### src/rtl/fetch_queue_unit.sv
// Fetch front end: owns the PC, issues reads to the shared memory port, and buffers words for ID.
// Latency: 2 cycles from an accepted imem_req to id_valid. The pending slot is reserved at issue time.
// Backpressure: id_ready low holds the head and fetch runs until the queue is full. mem_busy/redirect block issue.
// Ports: clk/rst (sync, active-high); redirect_valid/redirect_pc from MEM; mem_busy;
//        imem_req/imem_addr/imem_rdata to the shared memory; id_valid/id_ready/id_instr/id_pc/id_pc_plus4 to IF/ID;
//        fetch_pc exposes the PC register.
module fetch_queue_unit #(
  parameter int          DEPTH     = 4,
  parameter logic [31:0] RESET_PC  = 32'h0000_0000,
  parameter logic [31:0] NOP_INSTR = 32'h0000_0033
) (
  input  logic        clk,
  input  logic        rst,
  input  logic        redirect_valid,
  input  logic [31:0] redirect_pc,
  input  logic        mem_busy,
  output logic        imem_req,
  output logic [31:0] imem_addr,
  input  logic [31:0] imem_rdata,
  input  logic        id_ready,
  output logic        id_valid,
  output logic [31:0] id_instr,
  output logic [31:0] id_pc,
  output logic [31:0] id_pc_plus4,
  output logic [31:0] fetch_pc
);
  localparam int PW = $clog2(DEPTH);
  localparam int CW = PW + 1;   // count spans 0..DEPTH
  localparam int OW = CW + 1;   // occupancy may reach DEPTH+1 before the compare

  logic [31:0]   pc_q, pc_d;
  logic [PW-1:0] rd_ptr_q, rd_ptr_d;
  logic [PW-1:0] wr_ptr_q, wr_ptr_d;
  logic [CW-1:0] count_q, count_d;
  logic          pend_q, pend_d;
  logic [31:0]   pend_pc_q, pend_pc_d;
  logic [31:0]   fifo_instr_q [DEPTH];
  logic [31:0]   fifo_instr_d [DEPTH];
  logic [31:0]   fifo_pc_q [DEPTH];
  logic [31:0]   fifo_pc_d [DEPTH];

  logic          head_vld;
  logic          pop;
  logic          push;
  logic          issue;
  logic [OW-1:0] occupancy;

  assign head_vld = (count_q != '0);
  assign pop      = head_vld && id_ready;
  // The slot for the in-flight response is counted, so the queue never overflows.
  assign occupancy = OW'(count_q) + OW'(pend_q) - OW'(pop);
  assign issue     = !rst && !redirect_valid && !mem_busy && (occupancy < OW'(DEPTH));
  assign push      = pend_q && !redirect_valid;

  always_comb begin
    pc_d         = pc_q;
    rd_ptr_d     = rd_ptr_q;
    wr_ptr_d     = wr_ptr_q;
    count_d      = count_q;
    pend_d       = 1'b0;
    pend_pc_d    = pend_pc_q;
    fifo_instr_d = fifo_instr_q;
    fifo_pc_d    = fifo_pc_q;
    if (redirect_valid) begin
      // Flush queue and the in-flight response, and drop any pop this cycle.
      pc_d     = redirect_pc & 32'hFFFF_FFFC;
      rd_ptr_d = '0;
      wr_ptr_d = '0;
      count_d  = '0;
    end else begin
      if (issue) begin
        pc_d      = pc_q + 32'd4;
        pend_d    = 1'b1;
        pend_pc_d = pc_q;
      end
      if (push) begin
        fifo_instr_d[wr_ptr_q] = imem_rdata;
        fifo_pc_d[wr_ptr_q]    = pend_pc_q;
        wr_ptr_d               = wr_ptr_q + PW'(1);
      end
      if (pop) begin
        rd_ptr_d = rd_ptr_q + PW'(1);
      end
      count_d = count_q + CW'(push) - CW'(pop);
    end
  end

  always_ff @(posedge clk) begin
    if (rst) begin
      pc_q      <= RESET_PC & 32'hFFFF_FFFC;
      rd_ptr_q  <= '0;
      wr_ptr_q  <= '0;
      count_q   <= '0;
      pend_q    <= 1'b0;
      pend_pc_q <= '0;
      for (int i = 0; i < DEPTH; i++) begin
        fifo_instr_q[i] <= '0;
        fifo_pc_q[i]    <= '0;
      end
    end else begin
      pc_q         <= pc_d;
      rd_ptr_q     <= rd_ptr_d;
      wr_ptr_q     <= wr_ptr_d;
      count_q      <= count_d;
      pend_q       <= pend_d;
      pend_pc_q    <= pend_pc_d;
      fifo_instr_q <= fifo_instr_d;
      fifo_pc_q    <= fifo_pc_d;
    end
  end

  assign imem_req    = issue;
  assign imem_addr   = pc_q;
  assign fetch_pc    = pc_q;
  assign id_valid    = head_vld;
  assign id_instr    = head_vld ? fifo_instr_q[rd_ptr_q] : NOP_INSTR;
  assign id_pc       = head_vld ? fifo_pc_q[rd_ptr_q] : 32'h0;
  assign id_pc_plus4 = id_pc + 32'd4;

  no_push_when_full: assert property (@(posedge clk) disable iff (rst)
    !(push && count_q == CW'(DEPTH)));
endmodule

### config.mk
export PLATFORM = sky130hd
export DESIGN_NAME = fetch_queue_unit
export DESIGN_NICKNAME = d
export VERILOG_FILES = /design/src/rtl/fetch_queue_unit.sv
export SDC_FILE = /design/constraint.sdc
export NUM_CORES = 1
export LEC_CHECK = 0
export ABC_AREA = 1
export BUFFER_PORTS_ARGS = -buffer_cell sky130_fd_sc_hd__buf_2
export CAP_MARGIN = 5
export CORE_MARGIN = 2
export CORE_UTILIZATION = 45
export CTS_CLUSTER_DIAMETER = 60
export DETAILED_ROUTE_END_ITERATION = 8
export PLACE_DENSITY = 0.68
export SLEW_MARGIN = 25
export SYNTH_ARGS = -nofsm -noshare
export SYNTH_HDL_FRONTEND = slang
export SYNTH_SLANG_ARGS = --single-unit
### constraint.sdc
create_clock -name clk -period 1.9 [get_ports clk]
set_input_delay 0.19 -clock clk [delete_from_list [all_inputs] [get_ports clk]]
set_output_delay 0.19 -clock clk [all_outputs]
set_load 0.05 [all_outputs]
* After elaboration in Yosys (flattened, before gate mapping)
Cells that the tools add are included.
Storage, ports and cells: output and inout bits 162, word-level logic and storage cells 59, input port bits 69, register bits 328
Cells by class: bitwise gates (word level) 3, reduce and logical (&&, ||, !) cells 14, multiplexer cells 15, order comparisons 4, $add $sub $neg 8
Operators with widths (number):
- two-way mux 32 bit | 9
- bitwise mux 128 bit | 2
- binary-select mux 32 bit (select 2 bit) | 2
- adder 32 x 3 -> 32 bit (second input constant) | 2
- demux 32 bit (select 2 bit) | 1
- >= comparator 3 bit (second input constant) | 2
- logical AND 1 bit | 6
- inverter 2 -> 3 bit | 2
- adder 2 x 1 -> 2 bit (second input constant) | 2
- adder 3 x 1 -> 4 bit | 1
- less-than comparator 4 x 3 -> 1 bit (second input constant) | 1
- AND reduction 2 bit | 2
- subtractor 4 x 1 -> 4 bit | 1
- adder 3 x 1 -> 3 bit | 1
- zero test 1 bit | 3
- less-than comparator 3 x 1 -> 1 bit (second input constant) | 1
- nonzero test 3 bit | 1
- subtractor 3 x 1 -> 3 bit | 1
- nonzero test 2 bit | 1
- OR reduction 2 bit | 1
- two-way mux 1 bit | 1
- inverter 1 bit | 1

* Depth between registers and ports, before layout
Gate-level depths: netlist of the first run.
word-level depth 7, depth in mapped cells 17, gate-level depth less buffers 16

* Worst setup path after synthesis of the first run
Ideal clock, no wire load.
kind register -> output, from register rd_ptr_q[1], to output id_pc_plus4[22], required time 1710 ps, buffers on the path 1, cell stages (with the launch flop) 11, arrival 3056 ps, setup slack -1346 ps, cells stage by stage dfxtp_1 inv_2 buf_2 nand3_1 nand2_1 nor2_1 ha_1 inv_1 nor2_2 nand3_1 xnor2_1
Between the ends: cells in the longest elaborated chain, start to end 6
Ends and longest elaborated chain:
- start: declaration | RTL line 32 | logic [PW-1:0] rd_ptr_q, rd_ptr_d;
- start signal: assignment | RTL line 102 | rd_ptr_q <= rd_ptr_d;
- inverter 2 -> 3 bit (not written as such) | RTL line 117 | assign id_pc = head_vld ? fifo_pc_q[rd_ptr_q] : 32'h0;
- binary-select mux 32 bit (select 2 bit) | RTL line 117
- two-way mux 32 bit (not written as such) (2 in a row) | RTL line 117
- two-way mux 32 bit | RTL line 117
- via id_pc[3] | RTL line 23 | output logic [31:0] id_pc,
- adder 32 x 3 -> 32 bit | RTL line 118 | assign id_pc_plus4 = id_pc + 32'd4;
- end: declaration | RTL line 24 | output logic [31:0] id_pc_plus4,
The timed path passes the listed nets, and every way through them passes these cells. The select of a mux whose other input is x is not followed.

* Final worst setup path of the first run
from register rd_ptr_q[0], to output id_pc_plus4[23]
Between the ends: cells in the longest elaborated chain, start to end 6
Ends and longest elaborated chain (RTL line):
- inverter 2 -> 3 bit (not written as such) | 117
- binary-select mux 32 bit (select 2 bit) | 117
- two-way mux 32 bit (not written as such) (2 in a row) | 117
- two-way mux 32 bit | 117
- adder 32 x 3 -> 32 bit | 118
Every way passes these cells. The select of a mux whose other input is x is not followed.

==> results.md, run 1 <==
- Top cell type's share of synthesized area: 40.5%
- DIE WIDTH: 190 µm
- Antenna-violating nets left: 0
- Largest net degree at the start of global routing: 185
- Yosys top cell by area: dfxtp_1
- Top Layer Used: met5
- Static leakage: 8.41 nW
- Met3 WL: 5.04 mm
- Mean Syn Cell Area: 6.84 µm²
- Crit-path max cell delay: 0.44 ns
- Starting Density: 45.5%
- Crit path max fanout: 12
- Final instance area: 22500 µm²
- Cell family with most CP delay: simple AND/OR/NAND/NOR gates
- Core Footprint: 34400 µm²
- Post-synthesis cell type count: 36
- Final non-filler cell total: 3085
- Crit Path Class: register to primary output
- R2r startpoint: count_q[1]$_SDFF_PP0_
- Die Area: 36300 µm²
- CTS Sinks: 316
- Vias in the first global route: 16200
- Crit. path cell count: 13
- Clock buffer depth: 3
- CP endpoint kind: primary output
- Clock Latency Late Sink: 0.52 ns
- I/O pin total: 231
- Period utilization: 151%
- Most frequent cell after synthesis: nand2_1
- Via count: 17300
- Slowest CP cell: dfxtp_4
- RSZ-0062 raised after global routing: yes
- WL per Instance: 18.0 µm
- Worst reg2reg endpoint: fetch_pc[15]$_SDFFE_PP0P_
- Clock transition at path regs: 0.06 ns
- Initial DRT Pass Iterations: 7
- Hold path startpoint: redirect_pc[11]
- CTS Buf Count: 37
- Status: finished with violations
- Area grow syn2layout: 44.2%
- Final setup viols: 156
- Fmax: 349 MHz
- Sequential fraction of the synthesis area: 40.5%
- CTS tree: yes
- Placed Cells: 2949
- Mapped Area: 15600 µm²
- Post-synth EDFFs: 0
- Share of layout cells above drive strength 1: 30.9%
- Residual DRC: 0
- Placer Congestion: 0.916
- Final Net Count: 2682
- Vias per inst: 5.59
- Slew headroom: 37.5%
- Cells along the critical path: buf_4, buf_12, nand2_1, nand3_1, nand2_2, nor2_4, inv_1, nor2_4, nand2_2, inv_1, nand4_1, xor2_4, buf_6
- Min Tclk post-route: 2.86 ns
- Ys Warns: 0
- Worst ir drop on vdd: 0.000563 V
- Failing checks: setup timing
- Initial antenna violation count: 1
- Final setup margin: -0.963 ns
- Setup Skew: 0.0189 ns
- Maxcap violations: 0
- Critical path endpoint: id_pc_plus4[23]
- First-pass GRT wire length: 84.9 mm
- Top cells by area, synth: dfxtp_1 (40%), a21oi_1 (13%), nand2_1 (11%)
- Tot GR Track Use: 29.0%
- Grt total ovfl: 0
- Met1 Wirelength: 22.7 mm
- FF-to-FF setup slack: -0.57 ns
- Power per cell area: 719 nW/µm²
- Routed WL: 55.4 mm
- Startpoint Class: register
- Root Driver: clkbuf_16
- Row count: 68
- Placed Area: 18900 µm²
- Metal2 WL: 26.1 mm
- Worst EP arrival: 2.67 ns
- Setup crit start: rd_ptr_q[0]$_SDFFE_PP0P_
- Number of port buffers: 220
- DRT iter0 DRCs: 1612
- Final hold violation count: 0
- Worst Path Required: 1.71 ns
- Post-synth ARST share: 0%
- Slew at the pin with the worst max-slew slack: 0.938 ns
- Ant diodes: 0
- Synth top cells by count: nand2_1 (439), a21oi_1 (408), dfxtp_1 (316), nand3_1 (252), o21ai_0 (237)
- Maximum level of the CTS H-tree: 2
- Worst path bufs/invs: 5
- Number of synthesized register bits: 316
- Final HPWL DP: 32.4 mm
- Synth Instances: 2285
- Top_reg_cell synth: dfxtp_1
- Worst R2R Path Depth: 19
- Tightest Hold Check Type: primary input to register
- Die Height: 190 µm
- Slew Limit Fails: 0
==> worst min path at each step <==
stage / cells after the start / endpoint
4_1_cts: 5 / fetch_pc[31]$_SDFFE_PP0P_
5_1_grt: 5 / fetch_pc[3]$_SDFFE_PP0P_
3_5_place_dp: 2 / fifo_pc_q[62]$_SDFFE_PP0P_
3_3_place_gp: 2 / fifo_instr_q[64]$_SDFFE_PP0P_
2_1_floorplan: 2 / fifo_instr_q[127]$_SDFFE_PP0P_
6_report: 5 / fetch_pc[11]$_SDFFE_PP0P_
==> per-stage QoR <==
step	hold WS [ns]	total power [W]	setup TNS, ns	worst slack, ns	utilization, %
3_5_place_dp	0.439	0.00854	-40.50	-0.500	55.0
6_report	0.00976	0.0162	-79.94	-0.963	65.6
4_1_cts	0.00108	0.0161	-72.99	-0.941	63.3
2_1_floorplan	0.355	0.00808	-19.90	-0.602	-
5_1_grt	0.0292	0.0167	-98.15	-1.11	65.6
3_3_place_gp	0.433	0.00852	-35.37	-0.437	55.0
==> per-layer routing <==
layer	track usage, %	vias up
met2	47.5	893
li1	-	8171
met1	38.4	8049
met4	10.9	2
met5	0	-
met3	4.58	141
==> cell type report <==
class / instances / area, µm²
clock buffer: 54 / 1150
clock inverter: 12 / 155
fill: 2844 / 11800
inverter: 164 / 654
multi-input combinational: 1601 / 9300
sequential: 316 / 6350
tap: 455 / 569
timing repair buffer: 483 / 4350
==> state kept, by name, indices dropped and copies added (netlist names) <==
name	count
count_q	3
pend_q	1
fifo_pc_q	120
fifo_instr_q	128
rd_ptr_q	2
pend_pc_q	30
fetch_pc	30
wr_ptr_q	2
==> worst min-delay path, cell delays in order <==
cell	delay (ns)
buf_2	0.09
nand2_1	0.05
nand2_1	0.05
nand2_1	0.05
a21oi_1	0.05
==> kinds of logic after synthesis <==
family                   after synthesis  share of synthesized area [%]
AND/OR/NAND/NOR                      893                           25.0
flip-flops                           316                           40.5
buffers and inverters                375                           10.6
AO/OA/AOI/OAI                        655                           21.1
adder cells (fa/ha/maj)               10                          0.848
XOR/XNOR                              35                           1.96
other                                  1                         0.0240
==> timing repair <==
action,4_1_cts,5_1_grt
endpoints found under the hold margin,79,0
endpoints found under the setup margin,156,161
gates cloned,7,6
pin swaps,36,27
buffers inserted,13,10
hold buffers,34,0
resized for setup,303,161
==> placed cells by master, fill, tap and decap left out, drive strengths merged, types with 2 or more instances in the layout <==
| master | count |
|---|---|
| clkinvlp | 7 |
| and3 | 2 |
| ha | 9 |
| conb | 8 |
| dfxtp | 316 |
| buf | 441 |
| clkbuf | 61 |
| a21oi | 409 |
| clkinv | 7 |
| xor2 | 26 |
| nor2 | 151 |
| nand3b | 6 |
| nand2 | 446 |
| nand3 | 255 |
| o21ai | 239 |
| nand4 | 9 |
| xnor2 | 9 |
| o211ai | 5 |
| nor3 | 22 |
| inv | 159 |
| dlygate4sd3 | 34 |
| bufinv | 3 |
==> report_power, final <==
part	leakage, nW	switching [W]	internal [W]
sequential	2.56	0.000158	0.00675
clock	0.644	0.00286	0.00463
combinational	5.21	0.00121	0.000613
total	8.41	0.00422	0.0120
(Power assumes the default switching activity.)
==> inputs of run 2 (changes only) <==
==> constraint.sdc (replaced) <==
create_clock -name clk -period 1.9 [get_ports clk]
set_input_delay 0.19 -clock clk [delete_from_list [all_inputs] [get_ports clk]]
set_output_delay 0.19 -clock clk [all_outputs]
set_load 0.02 [all_outputs]
==> run 2 against run 1 <==
The run still ends with setup timing left. Wire length is 2.5% lower. Via count shrank 1.2%. Die area did not move. Global-route usage shrank 1.5 points. Hold slack worse by 0.0036 ns. First-iteration DRC count is 16% lower. Total power barely moved. Clock-buffer cell count decreased by 9. Sequential cell count stayed put. Sequential power about the same. Critical path type unchanged. Largest cell class unchanged. Largest power group unchanged. Highest routed layer is now met4.
==> results.md, run 2 (same netlist as run 1, synthesis figures left out) <==
- Status: finished with violations
- Failing checks: setup timing
- Clock Latency Late Sink: 0.54 ns
- Power per cell area: 748 nW/µm²
- CTS Sinks: 316
- Min Tclk post-route: 2.86 ns
- Final HPWL DP: 33.5 mm
- I/O pin total: 231
- Fmax: 350 MHz
- Starting Density: 45.5%
- Core Footprint: 34400 µm²
- Period utilization: 150%
- Maximum level of the CTS H-tree: 2
- Setup Skew: 0.0262 ns
- Crit path max fanout: 7
- Initial antenna violation count: 1
- Startpoint Class: register
- Clock transition at path regs: 0.06 ns
- Die Height: 190 µm
- Setup crit start: rd_ptr_q[0]$_SDFFE_PP0P_
- Reg area: 6340 µm²
- Worst R2R Path Depth: 18
- FF-to-FF setup slack: -0.46 ns
- Total power: 0.0162 W
- Final hold violation count: 0
- GR Util met3: 3.68%
- Worst reg2reg endpoint: fetch_pc[8]$_SDFFE_PP0P_
- Final setup viols: 156
- Max reg flops: 128
- Placed Cells: 2943
- Fill count: 2963
- CP endpoint kind: primary output
- Met1 usage: 35.1%
- Multi-input combinational cell area: 8690 µm²
- Largest Register: fifo_instr_q
- Static leakage: 8.38 nW
- Global route hottest layer: met2
- First-pass GRT wire length: 81.3 mm
- Tightest Hold Check Type: primary input to register
- Worst EP arrival: 2.67 ns
- Slew headroom: 31.8%
- Met2 Resource Use GR: 47.3%
- Vias per inst: 5.52
- Commonest non-fill, non-tap cell in the layout: nand2_1
- Area grow syn2layout: 38.7%
- DRT iter0 DRCs: 1349
- Grt total ovfl: 0
- Die Area: 36300 µm²
- CTS tree: yes
- WL per Instance: 17.5 µm
- Routed WL: 54.0 mm
- Most frequent cells in the layout: nand2_1 (386), a21oi_1 (376), dfxtp_1 (311), nand3_1 (234), buf_4 (211)
- Final setup margin: -0.956 ns
- Number of port buffers: 220
- Final Net Count: 2684
- RSZ-0062 raised after global routing: yes
- Placer Congestion: 0.918
- Slew at the pin with the worst max-slew slack: 1.02 ns
- Antenna-violating nets left: 0
- CTS Buf Count: 38
- Tot GR Track Use: 27.5%
- Final non-filler cell total: 3090
- Critical path endpoint: id_pc_plus4[10]
- Slew Limit Fails: 0
- Worst ir drop on vdd: 0.000636 V
- Maxcap violations: 0
- WHS: 0.00612 ns
- Share of layout cells above drive strength 1: 28.9%
- Residual DRC: 0
- Row count: 68
- Clock buffer depth: 3
- Root Driver: clkbuf_16
- R2r startpoint: count_q[0]$_SDFF_PP0_
- Initial DRT Pass Iterations: 6
- DIE WIDTH: 190 µm
- Worst Path Required: 1.71 ns
- Via count: 17000
- Crit Path Class: register to primary output
- Vias in the first global route: 15900
- Largest net degree at the start of global routing: 185
- Largest regs: fifo_instr_q x128, fifo_pc_q x120
run 2: worst min-delay path by stage:
stage,from,end,slack (ns),depth (start not counted)
after global placement,fifo_instr_q[4]$_SDFFE_PP0P_,fifo_instr_q[4]$_SDFFE_PP0P_,0.43,2
after CTS,redirect_pc[13],fetch_pc[13]$_SDFFE_PP0P_,0.0004,5
after detailed placement,fifo_instr_q[68]$_SDFFE_PP0P_,fifo_instr_q[68]$_SDFFE_PP0P_,0.44,2
after floorplan,imem_rdata[31],fifo_instr_q[127]$_SDFFE_PP0P_,0.35,2
final,redirect_pc[13],fetch_pc[13]$_SDFFE_PP0P_,0.006,5
after global routing,redirect_pc[6],fetch_pc[6]$_SDFFE_PP0P_,0.04,5
run 2: critical path, cell delays in order, from the launching register on:
cell	delay [ns]
dfxtp_4	0.36
buf_12	0.15
clkinv_8	0.08
buf_12	0.13
nand2_4	0.06
nand3_4	0.07
nand2_4	0.07
nor2_4	0.21
ha_4	0.19
inv_6	0.05
nor3_4	0.23
buf_4	0.16
xor2_1	0.18
buf_4	0.17
run 2: power breakdown:
group	internal, W	switching [W]	leakage, nW
Sequential	0.00674	0.000155	2.56
Clock	0.00472	0.00307	0.646
Combinational	0.000588	0.000946	5.18
run 2: stage by stage:
| stage | instance area (µm²) | worst slack [ns] | setup TNS, ns | util [%] |
|---|---|---|---|---|
| 3_5_place_dp | 18300 | -0.589 | -27.83 | 53.2 |
| 2_1_floorplan | 16000 | -0.116 | -4.19 | - |
| 3_3_place_gp | 18300 | -0.610 | -24.39 | 53.2 |
| 5_1_grt | 21700 | -1.07 | -85.54 | 63.1 |
| 4_1_cts | 20400 | -0.919 | -65.75 | 59.5 |
| 6_report | 21700 | -0.956 | -71.06 | 63.1 |
run 2: per-layer routing:
layer  share of wire, %  wire (µm)
met1                 40      21800
met2                 48      26000
met4                3.1       1660
met5                  0          0
met3                8.4       4520
run 2: final cells by class:
cell class              instances  share of cell area (%)
repair buffers                484                    18.8
clock buffers                  45                    4.69
clock inverters                24                    1.55
flip-flops and latches        316                    29.2
multi-input cells            1601                    40.1
diodes                          1                  0.0115
inverters                     164                    2.99
well taps                     455                    2.63
run 2: repair_timing:
action | 4_1_cts | 5_1_grt
gates resized for setup | 108 | 262
pin swaps | 6 | 65
hold endpoints to repair | 105 | 0
buffers inserted | 4 | 27
hold buffers | 36 | 0
setup endpoints to repair | 155 | 156
cloned | 3 | 10
==> inputs of run 3 (changes only) <==
--- a/config.mk
+++ b/config.mk
@@ -8,6 +8,7 @@
 export ABC_AREA = 1
 export BUFFER_PORTS_ARGS = -buffer_cell sky130_fd_sc_hd__buf_2
 export CAP_MARGIN = 5
+export CORE_ASPECT_RATIO = 0.8
 export CORE_MARGIN = 2
 export CORE_UTILIZATION = 45
 export CTS_CLUSTER_DIAMETER = 60
==> run 3 against run 2 <==
The run still ends with setup timing left. Clock-buffer cell count up 5. Setup slack improved by 0.016 ns. Wire length up 4.3%. Critical path depth up 1. Final cell count increased by 0.42%. Largest power group is now registers. Die area about the same. Via count up 0.42%. Combinational power grew 10%. Global-route usage increased by 0.45 points. Hold slack gained 0.038 ns.
==> results.md, run 3 (same netlist as run 1, synthesis figures left out) <==
- CTS Sinks: 316
- Worst R2R Path Depth: 21
- DRT iter0 DRCs: 1456
- I/O pin total: 231
- CTS tree: yes
- Maxcap violations: 0
- Grt total ovfl: 0
- Clock Latency Late Sink: 0.53 ns
- Worst EP arrival: 2.65 ns
- Worst Path Required: 1.71 ns
- Startpoint Class: register
- Final setup margin: -0.940 ns
- Slew headroom: 38.6%
- Most frequent cells in the layout: nand2_1 (355), a21oi_1 (331), dfxtp_1 (311), nand3_1 (210), buf_4 (181)
- Share of layout cells above drive strength 1: 32.9%
- Final Net Count: 2687
- Maximum level of the CTS H-tree: 2
- Status: finished with violations
- Min Tclk post-route: 2.84 ns
- Setup WS pre-CTS: -0.355 ns
- Hold Crit Depth: 5
- Initial antenna violation count: 0
- Crit-path max cell delay: 0.46 ns
- FF-to-FF setup slack: -0.75 ns
- Slew at the pin with the worst max-slew slack: 0.921 ns
- Initial DRT Pass Iterations: 6
- Antenna-violating nets left: 0
- Final setup viols: 156
- Largest regs: fifo_instr_q x128, fifo_pc_q x120
- Row count: 61
- Worst ir drop on vdd: 0.000535 V
- Clock buffer depth: 3
- Cells along the critical path: buf_8, nand2_2, nand3_2, nand3_2, buf_6, nor2_4, nand3_4, nor2_4, inv_2, nor3_4, nand2_1, nand2_1, nand2_2, buf_6
- Clock transition at path regs: 0.06 ns
- Worst path bufs/invs: 4
- CTS Buf Count: 34
- Hold Path Sink: fetch_pc[21]$_SDFFE_PP0P_
- Setup Skew: 0.0213 ns
- Residual DRC: 0
- Commonest non-fill, non-tap cell in the layout: nand2_1
- Tot GR Track Use: 28.0%
- Number of port buffers: 220
- Hold path startpoint: redirect_pc[21]
- Via count: 17100
- Power per cell area: 671 nW/µm²
- Fmax: 352 MHz
- RSZ-0062 raised after global routing: yes
- Fill count: 2993
- Largest Register: fifo_instr_q
- Area grow syn2layout: 44.0%
- Max reg flops: 128
- Final TNS setup: -89.07 ns
- Final HPWL DP: 33.6 mm
- Crit Path Class: register to primary output
- Slew Limit Fails: 0
- Cell family with most CP delay: simple AND/OR/NAND/NOR gates
- Failing checks: setup timing
- Static leakage: 8.64 nW
- Core Footprint: 34500 µm²
- Starting Density: 45.3%
- Root Driver: clkbuf_16
- Vias in the first global route: 15400
- Vias per inst: 5.52
- First-pass GRT wire length: 81.5 mm
- WHS: 0.0443 ns
- Total power: 0.0151 W
- Worst reg2reg endpoint: fetch_pc[4]$_SDFFE_PP0P_
- CP endpoint kind: primary output
- DIE WIDTH: 212 µm
- Period utilization: 149%
- Ant diodes: 0
- Placer Congestion: 0.868
- Routed WL: 56.4 mm
- Die Area: 36300 µm²
- Final hold violation count: 0
- Final instance area: 22500 µm²
- R2r startpoint: count_q[1]$_SDFF_PP0_
- Placed Area: 18200 µm²
- Largest net degree at the start of global routing: 185
- Tightest Hold Check Type: primary input to register
- Slowest CP cell: dfxtp_4
- Die Height: 171 µm
- Crit path max fanout: 7
- WL per Instance: 18.2 µm
==> run 3: cell count changes in the layout (fill, tap and decap cells not counted), moves of 8 or more <==
cell	change
buf_8	+8
nand2_1	-31
nand3_1	-24
buf_2	-10
o21ai_0	-25
o21ai_1	+15
a21oi_2	+42
nand2_4	+32
a21oi_1	-45
clkbuf_1	+8
nand3_2	+20
buf_6	+32
buf_4	-30
==> run 3: power by group <==
part | internal, W | switching, W | leakage (nW)
registers | 0.00674 | 0.000171 | 2.56
clock network | 0.00372 | 0.00277 | 0.523
logic | 0.000661 | 0.00103 | 5.56
total | 0.0111 | 0.00397 | 8.64
==> run 3: tightest hold or removal path: stages <==
cell	delay, ns
buf_2	0.09
nand2_1	0.06
nand2_1	0.09
nand2_4	0.06
a21oi_2	0.04
==> run 3: routing by layer <==
layer  global-route usage, %  up-vias  wire, µm
met1                    39.7     8049     24300
met5                       0        -         0
met3                    4.96       77      5180
met4                    6.42        0       826
li1                        -     8171         -
met2                    44.1      818     26100
==> run 3: timing repair <==
action | CTS | global route
hold endpoints to repair | 105 | 0
hold buffers | 40 | 0
gates resized for setup | 140 | 475
pin swaps | 21 | 107
setup endpoints to repair | 153 | 169
buffers inserted | 13 | 30
cloned | 2 | 21
==> run 3: layout make-up <==
cell class / instances / area (µm²) / area share [%]
multi-input cells: 1601 / 9420 / 41.9
flip-flops and latches: 316 / 6340 / 28.2
repair buffers: 491 / 4440 / 19.7
clock buffers: 50 / 972 / 4.32
inverters: 164 / 641 / 2.85
well taps: 472 / 591 / 2.62
clock inverters: 9 / 105 / 0.467
==> run 3: worst max path at each step <==
stage | start | to | slack (ns) | depth (start not counted)
floorplan | rd_ptr_q[0]$_SDFFE_PP0P_ | id_pc_plus4[26] | -0.12 | 10
global placement | rd_ptr_q[0]$_SDFFE_PP0P_ | id_pc_plus4[29] | -0.36 | 14
detailed placement | rd_ptr_q[1]$_SDFFE_PP0P_ | id_pc_plus4[24] | -0.36 | 10
CTS | rd_ptr_q[0]$_SDFFE_PP0P_ | id_pc_plus4[29] | -0.84 | 11
global route | rd_ptr_q[0]$_SDFFE_PP0P_ | id_pc_plus4[31] | -1.04 | 15
finish | rd_ptr_q[0]$_SDFFE_PP0P_ | id_pc_plus4[31] | -0.94 | 14
==> run 3: stage by stage <==
| step | instances | util [%] |
|---|---|---|
| 2_1_floorplan | 2292 | - |
| 3_3_place_gp | 2946 | 52.7 |
| 3_5_place_dp | 2946 | 52.7 |
| 4_1_cts | 3060 | 58.6 |
| 5_1_grt | 3103 | 65.2 |
| 6_report | 3103 | 65.2 |
